--- src/rtl/imager_capture_ctrl_pkg.sv ---
// Shared word-type and capture-mode encodings for the imager datapath.
package imager_capture_ctrl_pkg;

    localparam int DTYPE_WIDTH = 3;

    localparam logic [DTYPE_WIDTH-1:0] DTYPE_NONE        = 3'd0;
    localparam logic [DTYPE_WIDTH-1:0] DTYPE_FRAME_START = 3'd1;
    localparam logic [DTYPE_WIDTH-1:0] DTYPE_FRAME_END   = 3'd2;
    localparam logic [DTYPE_WIDTH-1:0] DTYPE_ROW_START   = 3'd3;
    localparam logic [DTYPE_WIDTH-1:0] DTYPE_ROW_END     = 3'd4;
    localparam logic [DTYPE_WIDTH-1:0] DTYPE_PIXEL       = 3'd5;

    localparam logic [1:0] MODE_OFF     = 2'd0;
    localparam logic [1:0] MODE_SINGLE  = 2'd1;
    localparam logic [1:0] MODE_NFRAMES = 2'd2;
    localparam logic [1:0] MODE_CONT    = 2'd3;

    typedef enum logic [1:0] {
        ST_IDLE    = 2'd0,
        ST_ARMED   = 2'd1,
        ST_CAPTURE = 2'd2
    } cap_state_t;

endpackage

--- src/rtl/imager_capture_ctrl.sv ---
// Frame capture sequencer: passes only whole frames (FRAME_START..FRAME_END)
// in single, N-frame or continuous mode, with per-frame statistics.
module imager_capture_ctrl
    import imager_capture_ctrl_pkg::*;
#(
    parameter int PIXEL_WIDTH     = 12,
    parameter int COUNT_WIDTH     = 16,
    parameter int PIX_COUNT_WIDTH = 32
) (
    input  logic                       clki,
    input  logic                       resetb,
    input  logic [1:0]                 mode,
    input  logic [COUNT_WIDTH-1:0]     num_frames,
    input  logic                       start,
    input  logic                       stop,
    input  logic                       dvi,
    input  logic [DTYPE_WIDTH-1:0]     dtypei,
    input  logic [PIXEL_WIDTH-1:0]     datai,
    output logic                       dvo,
    output logic [DTYPE_WIDTH-1:0]     dtypeo,
    output logic [PIXEL_WIDTH-1:0]     datao,
    output logic                       busy,
    output logic                       done,
    output logic [COUNT_WIDTH-1:0]     frames_captured,
    output logic [COUNT_WIDTH-1:0]     frames_dropped,
    output logic [PIX_COUNT_WIDTH-1:0] last_frame_pixels
);

    cap_state_t                 state_q, state_d;
    logic [1:0]                 mode_q;
    logic [COUNT_WIDTH-1:0]     target_q;
    logic                       stop_pending_q, stop_pending_d;
    logic [PIX_COUNT_WIDTH-1:0] pix_cnt_q;

    logic                       is_fs, is_fe, is_pix;
    logic                       fwd, accept_start, cnt_clr, fe_hit, fs_drop, seq_done, finish;
    logic [COUNT_WIDTH-1:0]     fc_inc;

    assign is_fs  = dvi && (dtypei == DTYPE_FRAME_START);
    assign is_fe  = dvi && (dtypei == DTYPE_FRAME_END);
    assign is_pix = dvi && (dtypei == DTYPE_PIXEL);
    assign fc_inc = frames_captured + 1'b1;

    // State and stop-request registers.
    always_ff @(posedge clki or negedge resetb) begin
        if (!resetb) begin
            state_q        <= ST_IDLE;
            stop_pending_q <= 1'b0;
        end else begin
            state_q        <= state_d;
            stop_pending_q <= stop_pending_d;
        end
    end

    // Next-state decode and per-cycle datapath/counter controls.
    always_comb begin
        state_d        = state_q;
        stop_pending_d = stop_pending_q;
        fwd            = 1'b0;
        accept_start   = 1'b0;
        cnt_clr        = 1'b0;
        fe_hit         = 1'b0;
        fs_drop        = 1'b0;
        seq_done       = 1'b0;
        finish         = 1'b0;
        case (state_q)
            ST_IDLE: begin
                stop_pending_d = 1'b0;
                // stop in the same cycle as start cancels the request
                if (start && !stop && (mode != MODE_OFF)) begin
                    accept_start = 1'b1;
                    state_d      = ST_ARMED;
                end
            end
            ST_ARMED: begin
                // no frame is open, so stop returns to IDLE without done
                if (stop) begin
                    state_d = ST_IDLE;
                end else if (is_fs) begin
                    fwd     = 1'b1;
                    cnt_clr = 1'b1;
                    state_d = ST_CAPTURE;
                end
            end
            ST_CAPTURE: begin
                fwd = dvi;
                if (stop) stop_pending_d = 1'b1;
                if (is_fe) begin
                    fe_hit = 1'b1;
                    finish = (mode_q == MODE_SINGLE) ||
                             ((mode_q == MODE_NFRAMES) && (fc_inc >= target_q)) ||
                             stop_pending_q || stop;
                    if (finish) begin
                        state_d        = ST_IDLE;
                        seq_done       = 1'b1;
                        stop_pending_d = 1'b0;
                    end else begin
                        state_d = ST_ARMED;
                    end
                end else if (is_fs) begin
                    // previous frame never ended: count it as aborted, restart
                    fs_drop = 1'b1;
                    cnt_clr = 1'b1;
                end
            end
            default: state_d = ST_IDLE;
        endcase
    end

    // Capture configuration latched on an accepted start.
    always_ff @(posedge clki or negedge resetb) begin
        if (!resetb) begin
            mode_q   <= MODE_OFF;
            target_q <= '0;
        end else if (accept_start) begin
            mode_q   <= mode;
            target_q <= (num_frames == '0) ? COUNT_WIDTH'(1) : num_frames;
        end
    end

    // Pixel counter for the frame currently being captured.
    always_ff @(posedge clki or negedge resetb) begin
        if (!resetb) begin
            pix_cnt_q <= '0;
        end else if (cnt_clr) begin
            pix_cnt_q <= '0;
        end else if ((state_q == ST_CAPTURE) && is_pix) begin
            pix_cnt_q <= pix_cnt_q + 1'b1;
        end
    end

    // Output stage: one-cycle forwarded word plus registered status/statistics.
    always_ff @(posedge clki or negedge resetb) begin
        if (!resetb) begin
            dvo               <= 1'b0;
            dtypeo            <= '0;
            datao             <= '0;
            busy              <= 1'b0;
            done              <= 1'b0;
            frames_captured   <= '0;
            frames_dropped    <= '0;
            last_frame_pixels <= '0;
        end else begin
            dvo  <= fwd;
            busy <= (state_d != ST_IDLE);
            done <= seq_done;
            if (fwd) begin
                dtypeo <= dtypei;
                datao  <= datai;
            end
            if (accept_start) begin
                frames_captured <= '0;
                frames_dropped  <= '0;
            end
            if (fe_hit) begin
                frames_captured   <= fc_inc;
                last_frame_pixels <= pix_cnt_q;
            end
            if (fs_drop) frames_dropped <= frames_dropped + 1'b1;
        end
    end

endmodule

--- config.mk ---
export PLATFORM = sky130hd
export DESIGN_NAME = imager_capture_ctrl
export DESIGN_NICKNAME = d
export VERILOG_FILES = /design/src/rtl/imager_capture_ctrl_pkg.sv /design/src/rtl/imager_capture_ctrl.sv
export SDC_FILE = /design/constraint.sdc
export NUM_CORES = 1
export LEC_CHECK = 0
export ABC_AREA = 0
export BUFFER_PORTS_ARGS = -buffer_cell sky130_fd_sc_hd__buf_2
export CAP_MARGIN = 20
export CORE_ASPECT_RATIO = 0.9
export CORE_MARGIN = 2
export CORE_UTILIZATION = 30
export DETAILED_ROUTE_END_ITERATION = 8
export GPL_ROUTABILITY_DRIVEN = 0
export PLACE_DENSITY_LB_ADDON = 0.2
export SLEW_MARGIN = 40
export SYNTH_ARGS = -nofsm -noshare
export SYNTH_HDL_FRONTEND = slang
export SYNTH_SLANG_ARGS = --single-unit
--- constraint.sdc ---
create_clock -name clki -period 6.1 [get_ports clki]
set_input_delay 0.305 -clock clki [delete_from_list [all_inputs] [get_ports clki]]
set_output_delay 0.305 -clock clki [all_outputs]
set_load 0.05 [all_outputs]
==> qor.yml, run 1 <==
status:
  status: "finished, final reports clean"
global_routing:
  grt_max_degree: 71
  grt_usage_pct: 14.9
  grt_pass1_vias: 5354
  overflow: 0
  grt_pass1_wl_um: 27700
  antenna_found_initial: 0
timing:
  final_max_slew_viol_count: 0
  rsz0062_at_grt: "no"
  fin_setup_tns_ns: 0
  setup-violations-final: 0
  slew_headroom_pct: 51.5
  worst_pin_slew_ns: 0.721
  fmax_ghz: 0.304
  min_period_ns: 3.29
  fin_crit_sh_pct: 53.9
  hold_viol_final: 0
  finalClockSkew_ns: 0.00869
  hold_slack_ns: 0.115
place:
  port_buffers: 119
  dp_cells: 1074
  dp_hpwl_um: 11700
  dpl_cell_area_um2: 7610
synthesis:
  yosysUniqueCellTypes: 58
  async_flop_share_pct: 100
  avgSynthCellArea_um2: 9.81
  ys_seq_area_share_pct: 50.5
  syn-cell-area_um2: 6690
  ys.flop_type: "dfrtp_1"
  syn_nets: 743
  synth-seq-cells: 135
  synth_edf_count: 0
  yosysWarnings: 0
  syn_inst: 682
clock_network:
  cts.sinks: 135
  clock_path_buffers: 2
  cts.clk_slew.worst_paths_ns: 0.06
  postCtsResizedCells: 0
  worst_skew_pair.late_latency_ns: 0.42
  cts_buffers: 17
  root_buffer: "clkbuf_16"
  htreeDepth: 4
  cts_tree: "built"
floorplanning:
  rows: 51
  die_w_um: 161
  die_h_um: 146
  io_pins: 120
  die_area_um2: 23500
  start_util_pct: 30.8
  coreArea_um2: 21800
final_layout:
  seq_area_um2: 3380
  multi_input_area_um2: 3080
  fillers: 2207
  stdcell_area_um2: 8210
  final_cell_mix: "135 x dfrtp_1, 123 x nand2_1, 118 x buf_2, 54 x o21ai_0, 36 x inv_1"
  final_cells: 1108
  final_common_cell: "dfrtp_1"
  nets: 864
  drive_above_1_share_pct: 24.8
  syn_to_final_growth_pct: 22.7
setup_path:
  setup.worst_path.class: "flop to flop"
  startpoint: "frames_captured[0]"
  critical_path.endpoint_type: "flop"
  crit_required_ns: 6.39
  ff2ff_setup_slack_ns: 2.81
  path_common_cell: "ha_1"
  reg2reg_from: "frames_captured[0]"
  startpoint_type: "flop"
  slowest_delay_ns: 0.66
  cp_slowest_cell: "nor4_1"
  reg2reg_to: "busy"
  cp_cell_sequence: "ha_1 > inv_1 > nor4_1 > nand3_1 > xnor2_1 > ha_1 > nand4_1 > a2111oi_0 > o41a_1 > o311ai_0"
  cp_max_fo: 7
  arrival_ns: 3.58
  reg2reg_depth: 10
  endpoint: "busy"
pwr:
  p_leak_nw: 4.16
  p_per_area_nw_per_um2: 322
  p_total_mw: 2.64
  ir_drop_mv: 0.259
route:
  drc_errors: 0
  finalWirelength_um: 16900
  drt_iter0_markers: 268
  vias: 5329
  viasPerCell: 4.81
  ant_nets: 0
  routedWlPerCell_um: 15.3
  drt-pass1-iter-count: 4
run:
  drv_cap: 0
min_path:
  hp-class: "input port to flop"
cell families after synthesis:
kind of cell	count (synthesis)	synth area share, %
and+or+nand+nor	271	20.3
AOI/OAI and AO/OA	127	11.4
xor gates and xnor gates	30	3.93
buffers and inverters	61	3.80
DFF	135	50.5
muxes	35	5.82
adders and majority gates	23	4.30
flip-flops by register name, indices dropped and copies added (netlist names), 2 cells and up:
| signal | count |
|---|---|
| last_frame_pixels | 32 |
| pix_cnt_q | 32 |
| frames_captured | 16 |
| frames_dropped | 16 |
| target_q | 16 |
| datao | 12 |
| dtypeo | 3 |
| mode_q | 2 |
| state_q | 2 |
cell usage after synthesis (3+ instances only):
cell type  instances  share of area, %
nand4_1           13               1.2
inv_1             36               2.0
a22o_1             5              0.65
and2_1             4              0.37
and4_1             7              0.92
nand2_1          123               6.9
mux2_2            31               5.2
mux2i_1            4              0.60
and3_1            11               1.0
nand3_1           28               2.1
buf_6              3              0.50
o22ai_1            3              0.28
nor4_1             7              0.65
o2111ai_1          3              0.39
nand2b_1           7              0.65
nor3_1            11              0.82
o31ai_1           11               1.2
dfrtp_1          135                50
xor2_1            13               1.7
nor2_1            31               1.7
a21oi_1           28               2.1
or3_1              9              0.84
xnor2_1           17               2.2
clkbuf_1          19               1.1
o211ai_1           3              0.34
a31oi_1            5              0.47
o21ai_0           54               4.0
ha_1              23               4.3
nor2_2             3              0.28
critical path, delay by kind of cell (launching register included):
| kind | cells | cell delay [ns] |
|---|---|---|
| AOI/OAI and AO/OA | 3 | 0.87 |
| xor gates and xnor gates | 1 | 0.18 |
| adders and majority gates | 2 | 0.55 |
| buffers and inverters | 1 | 0.10 |
| DFF | 1 | 0.44 |
| and+or+nand+nor | 3 | 1.04 |
area by class of cell:
| type | instances | area share [%] |
|---|---|---|
| Inverter | 36 | 1.65 |
| Clock inverter | 12 | 1.52 |
| Tap cell | 291 | 4.44 |
| Sequential cell | 135 | 41.2 |
| Multi-Input combinational cell | 486 | 37.5 |
| Clock buffer | 20 | 5.56 |
| Timing Repair Buffer | 127 | 8.14 |
| Antenna cell | 1 | 0.0305 |
worst min path at each step:
| stage | startpoint | to | slack (ns) | cells past startpoint |
|---|---|---|---|---|
| floorplan | resetb | busy | 0.009 | 0 |
| global placement | resetb | target_q[5] | 0.36 | 1 |
| global route | datai[2] | datao[2] | 0.09 | 2 |
| detailed placement | resetb | target_q[5] | 0.36 | 1 |
| finish | datai[5] | datao[5] | 0.11 | 2 |
| CTS | datai[3] | datao[3] | 0.09 | 2 |
per-stage QoR:
stage | util (%) | worst slack, ns
6_report | 37.7 | 2.81
3_5_place_dp | 35.0 | 2.85
3_3_place_gp | 34.9 | 2.96
4_1_cts | 37.7 | 2.84
2_1_floorplan | - | 2.89
5_1_grt | 37.7 | 2.45
timing repair:
item | in CTS | in global routing
setup buffers | 0 | 0
hold buffers | 1 | 0
hold endpoints to repair | 65 | 0
routing by layer:
metal | share of wire (%) | vias to the layer above | wire length [um] | track usage (%)
li1 | - | 2643 | - | -
met1 | 49 | 2573 | 8350 | 20.0
met2 | 45 | 106 | 7630 | 23.2
met3 | 4.9 | 7 | 837 | 4.76
met4 | 0.53 | 0 | 89 | 3.57
met5 | 0 | - | 0 | 0
power by group:
group,switching [mW],internal [mW],leakage [nW]
Combinational,0.361,0.184,2.05
Clock,0.404,0.622,0.282
Sequential,0.0587,1.01,1.83
Power figures use the tool's default switching activity.
==> run 2, diff against run 1 <==
--- a/config.mk
+++ b/config.mk
@@ -5,7 +5,7 @@
 export SDC_FILE = /design/constraint.sdc
 export NUM_CORES = 1
 export LEC_CHECK = 0
-export ABC_AREA = 0
+export ABC_AREA = 1
 export BUFFER_PORTS_ARGS = -buffer_cell sky130_fd_sc_hd__buf_2
 export CAP_MARGIN = 20
 export CORE_ASPECT_RATIO = 0.9
==> constraint.sdc (replaced) <==
create_clock -name clki -period 3.25 [get_ports clki]
set_input_delay 0.1625 -clock clki [delete_from_list [all_inputs] [get_ports clki]]
set_output_delay 0.1625 -clock clki [all_outputs]
set_load 0.05 [all_outputs]
==> run 2 against run 1 <==
Power is 130% higher. Count of clock-buffer cells in the layout shrank 2. Worst hold slack worse by 0.060 ns. Core utilization grew 1.1 points. Clock skew about the same. Critical path type unchanged.
==> qor.yml, run 2 <==
route:
  viasPerCell: 4.64  # was 4.81
  drc_errors: 0  # unchanged
  ant_nets: 0  # unchanged
  routedWlPerCell_um: 14.1  # was 15.3 um
  vias: 6036  # was 5,329
  drt_iter0_markers: 417  # was 268
  finalWirelength_um: 18300  # was 16,900 um
  drt-pass1-iter-count: 6  # was 4
final_layout:
  nets: 1055  # was 864
  final_cell_mix: "238 x nand2_1, 135 x dfrtp_1, 118 x buf_2, 112 x inv_1, 73 x o21ai_0"  # was 135 x dfrtp_1, 123 x nand2_1, 118 x buf_2, 54 x o21ai_0, 36 x inv_1
  syn_to_final_growth_pct: 27.6  # was 22.7%
  drive_above_1_share_pct: 18.5  # was 24.8%
  largestRegisters: "last_frame_pixels (32), pix_cnt_q (32)"  # unchanged
  fillers: 2332  # was 2,207
  stdcell_area_um2: 8710  # was 8210 um2
  antenna_cells: 0  # was 1
  final_common_cell: "nand2_1"  # was dfrtp_1
synthesis:
  synth_common_cells: "238 x nand2_1, 135 x dfrtp_1, 112 x inv_1"  # was 135 x dfrtp_1, 123 x nand2_1, 54 x o21ai_0
  yosys.area_share.simple_pct: 25.6  # was 20.3%
  yosysUniqueCellTypes: 42  # was 58
  synth_edf_count: 0  # unchanged
  synth-adder-area-share_pct: 4.21  # was 4.30%
  synth-compound-area-share_pct: 10.6  # was 11.4%
  synth-seq-cells: 135  # unchanged
  syn_inst: 837  # was 682
  yosysMostFrequentCell: "nand2_1"  # was dfrtp_1
  ys.flop_type: "dfrtp_1"  # unchanged
  synth_area_leaders: "dfrtp_1 49%, nand2_1 13%, inv_1 6.2%, o21ai_0 5.3%, ha_1 4.2%"  # was dfrtp_1 50%, nand2_1 6.9%, mux2_2 5.2%, ha_1 4.3%, o21ai_0 4.0%
  synth_top_family_by_area: "simple AND/OR/NAND/NOR gates"  # unchanged
  syn_nets: 898  # was 743
  ys_seq_area_share_pct: 49.5  # was 50.5%
  avgSynthCellArea_um2: 8.16  # was 9.81 um2
  yosysWarnings: 0  # unchanged
  synth_mux_area_share_pct: 0.586  # was 5.82%
  synth_xor_area_share_pct: 1.67  # was 3.93%
  async_flop_share_pct: 100  # unchanged
  yosysTopAreaCell: "dfrtp_1"  # unchanged
  syn-cell-area_um2: 6830  # was 6690 um2
  yosys.area.top_type_share_pct: 49.5  # was 50.5%
pwr:
  p_per_area_nw_per_um2: 699  # was 322 nW/um2
  ir_drop_mv: 0.270  # was 0.259 mV
  p_leak_nw: 4.54  # was 4.16 nW
setup_path:
  critical_path.endpoint_type: "flop"  # unchanged
  cp_max_fo: 6  # was 7
  arrival_ns: 3.03  # was 3.58 ns
  setup.worst_path.class: "flop to flop"  # unchanged
  crit_required_ns: 3.56  # was 6.39 ns
  startpoint_type: "flop"  # unchanged
  ff2ff_setup_slack_ns: 0.52  # was 2.81 ns
place:
  dpl_cell_area_um2: 7770  # was 7610 um2
  port_buffers: 119  # unchanged
  dp_hpwl_um: 13300  # was 11,700 um
clock_network:
  cts.clk_slew.worst_paths_ns: 0.06  # about the same
  cts_buffers: 17  # unchanged
  root_buffer: "clkbuf_16"  # unchanged
  cts_tree: "built"  # unchanged
  clock_path_buffers: 2  # unchanged
  cts.sinks: 135  # unchanged
  htreeDepth: 4  # unchanged
  worst_skew_pair.late_latency_ns: 0.42  # about the same
  postCtsResizedCells: 0  # unchanged
  postCtsSetupBuffers: 0  # unchanged
global_routing:
  overflow: 0  # unchanged
  grt_max_degree: 79  # was 71
  grt_usage_pct: 15.9  # was 14.9%
  antenna_found_initial: 0  # unchanged
  grt_pass1_vias: 5874  # was 5,354
  grt_pass1_wl_um: 30000  # was 27,700 um
timing:
  finalClockSkew_ns: 0.00852  # was 0.00869 ns
  worst_pin_slew_ns: 0.670  # was 0.721 ns
  fmax_ghz: 0.367  # was 0.304 GHz
  final_max_slew_viol_count: 0  # unchanged
  min_period_ns: 2.73  # was 3.29 ns
  rsz0062_at_grt: "no"  # unchanged
  slew_headroom_pct: 55.4  # was 51.5%
  setup-violations-final: 0  # unchanged
  fin_setup_tns_ns: 0  # unchanged
  hold_viol_final: 0  # unchanged
  fin_crit_sh_pct: 83.9  # was 53.9%
floorplanning:
  rows: 52  # was 51
  io_pins: 120  # unchanged
  die_area_um2: 24000  # was 23,500 um2
  die_w_um: 163  # was 161 um
  start_util_pct: 30.4  # was 30.8%
  coreArea_um2: 22400  # was 21,800 um2
  die_h_um: 147  # was 146 um
run:
  drv_cap: 0  # unchanged
min_path:
  hp-class: "input port to flop"  # unchanged
status:
  status: "finished, final reports clean"  # unchanged
==> run 2: cell types whose count changed after synthesis, sizes merged, moves of 10 or more <==
cell	before	now
mux2	31	0
nor3	12	23
nor2	34	53
o21ai	55	82
o31ai	11	1
nand2	123	244
xnor2	17	0
inv	36	119
==> run 2: cell families (layout without fill, tap and decap cells) <==
group	after synthesis	in the layout
DFF	135	135
and+or+nand+nor	389	389
xor gates and xnor gates	13	13
AOI/OAI and AO/OA	135	135
buffers and inverters	138	306
adders and majority gates	23	23
muxes	4	4
==> run 2: cell type report <==
type | instances | area, um2 | area share, %
Clock buffer | 18 | 439 | 5.04
Clock inverter | 12 | 203 | 2.33
Inverter | 121 | 457 | 5.24
Multi-Input combinational cell | 564 | 2920 | 33.5
Sequential cell | 135 | 3380 | 38.8
Tap cell | 297 | 372 | 4.26
Timing Repair Buffer | 155 | 950 | 10.9
==> run 2: path summary, 6_finish.rpt <==
path	start	endpoint	depth (start not counted)
max	frames_captured[0]	busy	16
min	num_frames[0]	target_q[0]	3
max reg2reg	frames_captured[0]	busy	16
min reg2reg	datao[11]	datao[11]	2
max in group asynchronous	resetb	busy	3
min in group asynchronous	resetb	target_q[8]	2
==> run 2: timing repair <==
action | 4_1_cts | 5_1_grt
setup endpoints to repair | 0 | 0
endpoints found under the hold margin | 105 | 0
hold buffers | 30 | 0
==> run 2: critical path, cell delays in order, from the launching register on <==
cell	delay, ns
dfrtp_1	0.42
nand3_1	0.16
nor3_2	0.30
nand3_1	0.21
nor2_1	0.18
nand2_1	0.08
xor2_1	0.16
ha_1	0.32
nand2_1	0.06
o21ai_0	0.23
a21oi_1	0.10
nand2_1	0.09
nand2_1	0.06
nand3_1	0.07
nand2_1	0.05
nand2_1	0.07
nand2_1	0.05
==> run 2: power breakdown <==
| group | internal (mW) | switching, mW |
|---|---|---|
| Clock | 1.37 | 0.742 |
| Combinational | 0.452 | 1.24 |
| Sequential | 2.05 | 0.228 |
==> run 2: stage by stage <==
stage          hold slack [ns]  power (mW)  util, %  instances  setup WS (ns)
2_1_floorplan           -0.133        3.48        -        837          0.514
3_3_place_gp             0.266        3.97     34.6       1242          0.664
3_5_place_dp             0.268        3.98     34.6       1242          0.540
4_1_cts                 0.0257        6.17     38.8       1302          0.536
5_1_grt                 0.0503        6.47     38.8       1302          0.250
6_report                0.0544        6.09     38.8       1302          0.524
==> run 2: routing by layer <==
metal	GRT usage [%]	vias up	share of wire (%)
li1	-	3049	-
met1	22.6	2819	49
met2	23.5	142	44
met3	3.70	26	4.7
met4	6.19	0	2.2
met5	0	-	0
